<file path="src/rtl/tank_pkg.sv">
// Shared types, default keycodes and the position clamp helper for the tank mover.
package tank_pkg;

  typedef enum logic [1:0] {
    DIR_L = 2'b00,
    DIR_R = 2'b01,
    DIR_D = 2'b10,
    DIR_U = 2'b11
  } dir_t;

  typedef enum logic [1:0] {
    ST_IDLE,
    ST_TURN,
    ST_MOVE,
    ST_BLOCKED
  } tank_state_t;

  localparam logic [7:0] KEY_LEFT_DEF  = 8'd80;
  localparam logic [7:0] KEY_RIGHT_DEF = 8'd79;
  localparam logic [7:0] KEY_DOWN_DEF  = 8'd81;
  localparam logic [7:0] KEY_UP_DEF    = 8'd82;

  // Limits an 11-bit coordinate to [lo, hi] and narrows it to the 10-bit position width.
  function automatic logic [9:0] clamp_pos(input logic [10:0] v,
                                           input logic [10:0] lo,
                                           input logic [10:0] hi);
    if (v < lo)      return 10'(lo);
    else if (v > hi) return 10'(hi);
    else             return 10'(v);
  endfunction

endpackage

</file>
<file path="src/rtl/tank_mover_if.sv">
// Key/barrier/spawn inputs and position/heading outputs of the tank mover.
interface tank_mover_if;
  logic [7:0] keycode;
  logic       speed_upgrade;
  logic [3:0] barrier_collision;
  logic       spawn_req;
  logic [9:0] spawn_x;
  logic [9:0] spawn_y;
  logic [9:0] BallX;
  logic [9:0] BallY;
  logic [9:0] BallS;
  logic [1:0] direction;
  logic       moving;
  logic       spawn_ack;

  modport master (
    output keycode, speed_upgrade, barrier_collision, spawn_req, spawn_x, spawn_y,
    input  BallX, BallY, BallS, direction, moving, spawn_ack
  );

  modport slave (
    input  keycode, speed_upgrade, barrier_collision, spawn_req, spawn_x, spawn_y,
    output BallX, BallY, BallS, direction, moving, spawn_ack
  );
endinterface

</file>
<file path="src/rtl/tank_step_clamp.sv">
// One-frame step of the tank position along a heading, saturating at the arena limits.
module tank_step_clamp
  import tank_pkg::*;
(
  input  logic [9:0]  pos_x_i,
  input  logic [9:0]  pos_y_i,
  input  dir_t        dir_i,
  input  logic [10:0] step_i,
  input  logic [10:0] x_lo_i,
  input  logic [10:0] x_hi_i,
  input  logic [10:0] y_lo_i,
  input  logic [10:0] y_hi_i,
  output logic [9:0]  next_x_o,
  output logic [9:0]  next_y_o,
  output logic        at_edge_o
);
  logic [10:0] px;
  logic [10:0] py;

  // 11-bit arithmetic so neither the add nor the floor compare can wrap.
  always_comb begin
    px        = {1'b0, pos_x_i};
    py        = {1'b0, pos_y_i};
    next_x_o  = pos_x_i;
    next_y_o  = pos_y_i;
    at_edge_o = 1'b0;
    unique case (dir_i)
      DIR_L: begin
        at_edge_o = (px <= x_lo_i);
        next_x_o  = (px < x_lo_i + step_i) ? 10'(x_lo_i) : 10'(px - step_i);
      end
      DIR_R: begin
        at_edge_o = (px >= x_hi_i);
        next_x_o  = (px + step_i > x_hi_i) ? 10'(x_hi_i) : 10'(px + step_i);
      end
      DIR_D: begin
        at_edge_o = (py >= y_hi_i);
        next_y_o  = (py + step_i > y_hi_i) ? 10'(y_hi_i) : 10'(py + step_i);
      end
      DIR_U: begin
        at_edge_o = (py <= y_lo_i);
        next_y_o  = (py < y_lo_i + step_i) ? 10'(y_lo_i) : 10'(py - step_i);
      end
    endcase
  end
endmodule

</file>
<file path="src/rtl/tank_mover.sv">
// Keyboard-driven tank position controller, one update per frame_clk edge.
// TANK_TURN_DELAY_EN builds the TURN state and its frame counter.
//   state      | meaning
//   ST_IDLE    | no key held, or just respawned
//   ST_TURN    | heading changed, waiting TURN_FRAMES frames before moving
//   ST_MOVE    | stepping along the heading every frame
//   ST_BLOCKED | heading held but barrier or arena edge stops motion
module tank_mover
  import tank_pkg::*;
#(
  parameter int          X_CENTER    = 480,
  parameter int          Y_CENTER    = 240,
  parameter int          X_MIN       = 1,
  parameter int          X_MAX       = 639,
  parameter int          Y_MIN       = 1,
  parameter int          Y_MAX       = 479,
  parameter int          SIZE        = 8,
  parameter int          SPEED_SLOW  = 1,
  parameter int          SPEED_FAST  = 3,
  parameter int          TURN_FRAMES = 4,
  parameter logic [7:0]  KEY_LEFT    = KEY_LEFT_DEF,
  parameter logic [7:0]  KEY_RIGHT   = KEY_RIGHT_DEF,
  parameter logic [7:0]  KEY_DOWN    = KEY_DOWN_DEF,
  parameter logic [7:0]  KEY_UP      = KEY_UP_DEF
) (
  input  logic        frame_clk,
  input  logic        Reset,
  tank_mover_if.slave bus
);
  localparam logic [10:0] X_LO      = 11'(X_MIN + SIZE);
  localparam logic [10:0] X_HI      = 11'(X_MAX - SIZE);
  localparam logic [10:0] Y_LO      = 11'(Y_MIN + SIZE);
  localparam logic [10:0] Y_HI      = 11'(Y_MAX - SIZE);
  localparam logic [3:0]  TURN_LOAD = 4'(TURN_FRAMES - 1);

  tank_state_t state_q, state_d;
  dir_t        dir_q, dir_d;
  logic [9:0]  x_q, x_d, y_q, y_d;
  logic        moving_q, ack_q;
  logic        key_valid;
  dir_t        key_dir;
  logic [10:0] step;
  logic [9:0]  step_x, step_y;
  logic        at_edge, bar_hit, blocked, attempt;
`ifdef TANK_TURN_DELAY_EN
  logic [3:0]  cnt_q, cnt_d;
`else
  logic        unused_turn_cfg;
  assign unused_turn_cfg = ^TURN_LOAD;
`endif

  always_comb begin
    key_valid = 1'b1;
    key_dir   = DIR_L;
    if (bus.keycode == KEY_LEFT)       key_dir = DIR_L;
    else if (bus.keycode == KEY_RIGHT) key_dir = DIR_R;
    else if (bus.keycode == KEY_DOWN)  key_dir = DIR_D;
    else if (bus.keycode == KEY_UP)    key_dir = DIR_U;
    else                               key_valid = 1'b0;
  end

  assign step = bus.speed_upgrade ? 11'(SPEED_FAST) : 11'(SPEED_SLOW);

  // Moves only ever happen along the held key, so the stepper always follows key_dir.
  tank_step_clamp u_step (
    .pos_x_i  (x_q),
    .pos_y_i  (y_q),
    .dir_i    (key_dir),
    .step_i   (step),
    .x_lo_i   (X_LO),
    .x_hi_i   (X_HI),
    .y_lo_i   (Y_LO),
    .y_hi_i   (Y_HI),
    .next_x_o (step_x),
    .next_y_o (step_y),
    .at_edge_o(at_edge)
  );

  // Barrier bit order differs from the direction encoding.
  always_comb begin
    bar_hit = 1'b0;
    unique case (key_dir)
      DIR_R: bar_hit = bus.barrier_collision[0];
      DIR_L: bar_hit = bus.barrier_collision[1];
      DIR_D: bar_hit = bus.barrier_collision[2];
      DIR_U: bar_hit = bus.barrier_collision[3];
    endcase
    blocked = bar_hit | at_edge;
  end

  always_comb begin
    state_d = state_q;
    dir_d   = dir_q;
    x_d     = x_q;
    y_d     = y_q;
    attempt = 1'b0;
`ifdef TANK_TURN_DELAY_EN
    cnt_d   = cnt_q;
`endif
    if (bus.spawn_req) begin
      state_d = ST_IDLE;
      x_d     = clamp_pos({1'b0, bus.spawn_x}, X_LO, X_HI);
      y_d     = clamp_pos({1'b0, bus.spawn_y}, Y_LO, Y_HI);
`ifdef TANK_TURN_DELAY_EN
      cnt_d   = '0;
`endif
    end else if (!key_valid) begin
      state_d = ST_IDLE;
`ifdef TANK_TURN_DELAY_EN
      cnt_d   = '0;
`endif
    end else begin
`ifdef TANK_TURN_DELAY_EN
      if (key_dir != dir_q) begin
        state_d = ST_TURN;
        dir_d   = key_dir;
        cnt_d   = TURN_LOAD;
      end else if (state_q == ST_TURN && cnt_q != '0) begin
        cnt_d = cnt_q - 4'd1;
      end else begin
        attempt = 1'b1;
      end
`else
      dir_d   = key_dir;
      attempt = 1'b1;
`endif
    end
    if (attempt) begin
      if (blocked) begin
        state_d = ST_BLOCKED;
      end else begin
        state_d = ST_MOVE;
        x_d     = step_x;
        y_d     = step_y;
      end
    end
  end

  always_ff @(posedge frame_clk) begin
    if (Reset) begin
      state_q  <= ST_IDLE;
      dir_q    <= DIR_L;
      x_q      <= 10'(X_CENTER);
      y_q      <= 10'(Y_CENTER);
      moving_q <= 1'b0;
      ack_q    <= 1'b0;
`ifdef TANK_TURN_DELAY_EN
      cnt_q    <= '0;
`endif
    end else begin
      state_q  <= state_d;
      dir_q    <= dir_d;
      x_q      <= x_d;
      y_q      <= y_d;
      moving_q <= (x_d != x_q) || (y_d != y_q);
      ack_q    <= bus.spawn_req;
`ifdef TANK_TURN_DELAY_EN
      cnt_q    <= cnt_d;
`endif
    end
  end

  assign bus.BallX     = x_q;
  assign bus.BallY     = y_q;
  assign bus.BallS     = 10'(SIZE);
  assign bus.direction = dir_q;
  assign bus.moving    = moving_q;
  assign bus.spawn_ack = ack_q;
endmodule

</file>
<file path="src/flat_wrapper.sv">
// flat-port wrapper written by rule: the top's interface ports become plain ports
module tank_mover_flat import tank_pkg::*;
#(
  parameter int          X_CENTER    = 480,
  parameter int          Y_CENTER    = 240,
  parameter int          X_MIN       = 1,
  parameter int          X_MAX       = 639,
  parameter int          Y_MIN       = 1,
  parameter int          Y_MAX       = 479,
  parameter int          SIZE        = 8,
  parameter int          SPEED_SLOW  = 1,
  parameter int          SPEED_FAST  = 3,
  parameter int          TURN_FRAMES = 4,
  parameter logic [7:0]  KEY_LEFT    = KEY_LEFT_DEF,
  parameter logic [7:0]  KEY_RIGHT   = KEY_RIGHT_DEF,
  parameter logic [7:0]  KEY_DOWN    = KEY_DOWN_DEF,
  parameter logic [7:0]  KEY_UP      = KEY_UP_DEF
)
  (frame_clk, Reset, bus_keycode, bus_speed_upgrade, bus_barrier_collision, bus_spawn_req, bus_spawn_x, bus_spawn_y, bus_BallX, bus_BallY, bus_BallS, bus_direction, bus_moving, bus_spawn_ack);
  tank_mover_if bus_i ();
  input  logic frame_clk;
  input  logic Reset;
  input wire logic [$bits(bus_i.keycode)-1:0] bus_keycode;
  input wire logic [$bits(bus_i.speed_upgrade)-1:0] bus_speed_upgrade;
  input wire logic [$bits(bus_i.barrier_collision)-1:0] bus_barrier_collision;
  input wire logic [$bits(bus_i.spawn_req)-1:0] bus_spawn_req;
  input wire logic [$bits(bus_i.spawn_x)-1:0] bus_spawn_x;
  input wire logic [$bits(bus_i.spawn_y)-1:0] bus_spawn_y;
  output wire logic [$bits(bus_i.BallX)-1:0] bus_BallX;
  output wire logic [$bits(bus_i.BallY)-1:0] bus_BallY;
  output wire logic [$bits(bus_i.BallS)-1:0] bus_BallS;
  output wire logic [$bits(bus_i.direction)-1:0] bus_direction;
  output wire logic [$bits(bus_i.moving)-1:0] bus_moving;
  output wire logic [$bits(bus_i.spawn_ack)-1:0] bus_spawn_ack;
  assign bus_i.keycode = bus_keycode;
  assign bus_i.speed_upgrade = bus_speed_upgrade;
  assign bus_i.barrier_collision = bus_barrier_collision;
  assign bus_i.spawn_req = bus_spawn_req;
  assign bus_i.spawn_x = bus_spawn_x;
  assign bus_i.spawn_y = bus_spawn_y;
  assign bus_BallX = bus_i.BallX;
  assign bus_BallY = bus_i.BallY;
  assign bus_BallS = bus_i.BallS;
  assign bus_direction = bus_i.direction;
  assign bus_moving = bus_i.moving;
  assign bus_spawn_ack = bus_i.spawn_ack;
  tank_mover #(.X_CENTER(X_CENTER), .Y_CENTER(Y_CENTER), .X_MIN(X_MIN), .X_MAX(X_MAX), .Y_MIN(Y_MIN), .Y_MAX(Y_MAX), .SIZE(SIZE), .SPEED_SLOW(SPEED_SLOW), .SPEED_FAST(SPEED_FAST), .TURN_FRAMES(TURN_FRAMES), .KEY_LEFT(KEY_LEFT), .KEY_RIGHT(KEY_RIGHT), .KEY_DOWN(KEY_DOWN), .KEY_UP(KEY_UP)) u_core (.frame_clk(frame_clk), .Reset(Reset), .bus(bus_i));
endmodule
</file>
<file path="config.mk">
export PLATFORM = sky130hd
export DESIGN_NAME = tank_mover_flat
export DESIGN_NICKNAME = d
export VERILOG_FILES = /design/src/rtl/tank_pkg.sv /design/src/rtl/tank_mover_if.sv /design/src/rtl/tank_step_clamp.sv /design/src/rtl/tank_mover.sv /design/src/flat_wrapper.sv
export SDC_FILE = /design/constraint.sdc
export NUM_CORES = 1
export LEC_CHECK = 0
export ABC_AREA = 1
export CAP_MARGIN = 15
export CORE_MARGIN = 2
export CORE_UTILIZATION = 58
export CTS_BUF_LIST = sky130_fd_sc_hd__clkbuf_16
export CTS_CLUSTER_SIZE = 40
export DETAILED_ROUTE_END_ITERATION = 16
export PLACE_DENSITY = 0.85
export SYNTH_ARGS = -nofsm -noshare
export SYNTH_HDL_FRONTEND = slang
export SYNTH_SLANG_ARGS = --single-unit
</file>
<file path="constraint.sdc">
create_clock -name frame_clk -period 7.57 [get_ports frame_clk]
set_input_delay 2.271 -clock frame_clk [delete_from_list [all_inputs] [get_ports frame_clk]]
set_output_delay 2.271 -clock frame_clk [all_outputs]
set_load 0.05 [all_outputs]
</file>
==> results.ini <==
[sta]
worst_slack_ns = 2.13
whs_ns = 0.495
maxSlewHeadroom_pct = 41.9
period_share_pct = 71.9
fmax_ghz = 0.184
maxSlewViolCount = 0
finalCriticalPeriod_ns = 5.44
grt_setup_unrepaired = no
worst_pin_slew_ns = 0.869
hold_viol_final = 0
finalClockSkew_ns = 0.00358
setup_viol = 0
finalSetupTns_ns = 0

[power]
power.net_switching_mw = 0.225
p_int_mw = 0.320
power_frac_clock_pct = 29.2
p_leak_nw = 2.13
vdd_drop_max_mv = 0.101
switching_share_pct = 41.3
seqPwrFrac_pct = 28.5
power_density_mw_per_mm2 = 128
comb_power_share_pct = 42.3

[grt]
gr-total-overflow = 0
antenna_found_initial = 0
grt_max_degree = 26
grt_use_total_pct = 34.0
first_global_vias = 4263
grt_first_pass_wirelength_um = 19700

[worst_setup_path]
worstSetupPathType = primary input to flip-flop
worst-path-max-fanout = 7
crit_top_cell = nand2_1
critPathRequiredTime_ns = 7.69
worstSetupEndpointType = flip-flop
crit_chain = clkdlybuf4s50_1 -> inv_1 -> ha_1 -> inv_1 -> nand3_1 -> nand2_1 -> nand2_1 -> nand2_1 -> nand2_1 -> nand3_1 -> nand2_1 -> nand2_2 -> nand3_1 -> nand2_1 -> nand2_1 -> nand2_1 -> nand2_1 -> nand2_1 -> nand2_1 -> nor2_1 -> nand3_1 -> nor2_1 -> nor2_1
crit_slowest_cell = clkdlybuf4s50_1
critPathBufInv = 3
arrival_ns = 5.57
cpPeakStageDelay_ns = 0.63
cp-start-kind = primary input
critPathTopFamily = simple AND/OR/NAND/NOR gates

[synth]
synth.distinct_cells = 35
synth_warnings = 0
seq_area_frac_synth_pct = 13.2
syn_avg_cell_area_um2 = 5.31
ys_ff_latch = 24
synthesis.area_mm2 = 0.00364
netlist_instances = 686

[clock_tree]
cts_resized = 0
clk_pin_slew_ns = 0.07
cts_tree = yes
postCtsSetupBuffers = 0
cts_buffers = 3
hold_buffers = 0
htreeDepth = 1
clock_latency_ns = 0.27
clock_sinks = 24
cts_buffer_depth = 2
root_buffer = clkbuf_16

[finish]
post-route-util_pct = 71.2
layout-drive-gt1-share_pct = 5.79
multi_input_area_mm2 = 0.00272
syn2layout_area_growth_pct = 17.1
seq_area_um2 = 480
fin_cells = 800
fill_cells = 581
nNetsFinal = 774
diodes = 0

[job]
cap_violations = 0

[route]
vias_per_cell = 5.78
drc = 0
ant_nets = 0
first_iter_violations = 359
wirelength_um = 12100
vias = 4624
wl_per_cell_um = 15.1
drtPass1Iterations = 5

[floorplan]
die_x_um = 83.2
row_count = 28
die_h_um = 83.2
core-area_mm2 = 0.00599
io_pins = 70
die_area_mm2 = 0.00693
start_util_pct = 60.8

[status]
status = finished, final reports clean

[placement]
place.port_buffers = 59
place_inst = 796
dp_hpwl_um = 9100
place_ws_ns = 2.00
gp_congestion = 0.978

[hold_path]
min_path_type = flip-flop to flip-flop

logic make-up after synthesis:
logic type	share of synthesized area (%)
compound gates	13.3
fa+ha+maj	4.95
other cells	0.206
xor+xnor	2.17
buf+inv	13.0
flops	13.2
simple gates	53.2
registers in the layout, indices dropped and copies added (netlist names):
| register | cells |
|---|---|
| u_core.bus.direction | 2 |
| u_core.bus.BallX | 10 |
| u_core.bus.moving | 1 |
| u_core.bus.BallY | 10 |
| u_core.bus.spawn_ack | 1 |
per-layer routing:
layer	part of all wire [%]	vias to the layer above	track usage, %	routed length [um]
li1	-	2268	-	-
met1	39	2078	41.4	4750
met2	49	239	59.0	5970
met3	8.1	39	4.57	979
met4	3.2	0	15.9	390
met5	0	-	0	0
cell usage after synthesis:
cell type    n  area share, %
nand2_1    243             25
nand3_1     83             11
nor2_1      78            8.0
inv_1       63            6.5
a21oi_1     39            5.4
dfxtp_1     24             13
o21ai_0     23            3.2
buf_4       13            2.7
buf_2       11            1.5
nand2_2     11            1.9
inv_2       10            1.0
ha_1         8            2.7
nand4_1      8            1.4
o211ai_1     8            1.6
nor2_2       6            1.0
nor3_1       6           0.82
xor2_1       6            1.4
a22oi_1      5            1.0
clkbuf_1     5           0.52
fa_1         4            2.2
nand3_2      4            1.1
nor2_4       4            1.2
a31oi_1      3           0.52
nand3b_1     3           0.62
xnor2_1      3           0.72
a21oi_2      2           0.48
buf_6        2           0.62
conb_1       2           0.21
o21ai_1      2           0.27
o31ai_1      2           0.41
a211oi_1     1           0.21
and3_1       1           0.17
buf_1        1           0.10
nand3_4      1           0.48
o21bai_1     1           0.21
placed cells by master, fill, tap and decap left out, types with 11 or more instances in the layout:
master,count
nor2_1,78
nand2_2,11
a21oi_1,39
nand2_1,243
nand3_1,83
inv_1,63
clkdlybuf4s50_1,59
dfxtp_1,24
o21ai_0,23
path summary, 6_finish.rpt:
path                            from                       to  slack, ns  cells past startpoint
max                bus_speed_upgrade        u_core.bus.moving       2.13                     23
min reg2reg  u_core.bus.direction[1]  u_core.bus.direction[1]       0.49                      2
max reg2reg      u_core.bus.BallX[0]        u_core.bus.moving       4.33                     18
min          u_core.bus.direction[1]  u_core.bus.direction[1]       0.49                      2
worst reg2reg max path, cell delays in order, from the launching register on:
cell	delay [ns]
dfxtp_1	0.45
inv_1	0.21
fa_1	0.55
nor2_2	0.25
nand3_1	0.11
nand2_1	0.07
nand2_1	0.08
a21oi_2	0.16
nand2_2	0.16
nand2_1	0.10
nand3_1	0.12
nand2_1	0.10
nand2_1	0.05
nand2_1	0.06
nand3_1	0.09
nor2_1	0.19
nand3_1	0.18
nor2_1	0.13
nor2_1	0.05
area by class of cell:
class | count | area share [%]
clock buffer | 3 | 1.76
clock inverter | 1 | 0.704
inverter | 73 | 6.43
multi-input combinational | 565 | 63.8
sequential | 24 | 11.3
tap | 75 | 2.20
timing repair buffer | 59 | 13.9
power groups by stage:
stage	Sequential (mW)	Combinational [mW]	Clock (mW)
2_1_floorplan	0.171	0.148	0
3_3_place_gp	0.157	0.222	0
3_5_place_dp	0.157	0.226	0
4_1_cts	0.154	0.227	0.159
5_1_grt	0.157	0.253	0.164
6_report	0.155	0.231	0.159
metrics by stage:
| step | total power [mW] | area, um2 |
|---|---|---|
| 2_1_floorplan | 0.319 | 3670 |
| 4_1_cts | 0.541 | 4260 |
| 6_report | 0.546 | 4260 |
| 3_5_place_dp | 0.383 | 4160 |
| 5_1_grt | 0.574 | 4260 |
| 3_3_place_gp | 0.380 | 4160 |
Note: power is estimated with default switching activity, not from simulation.
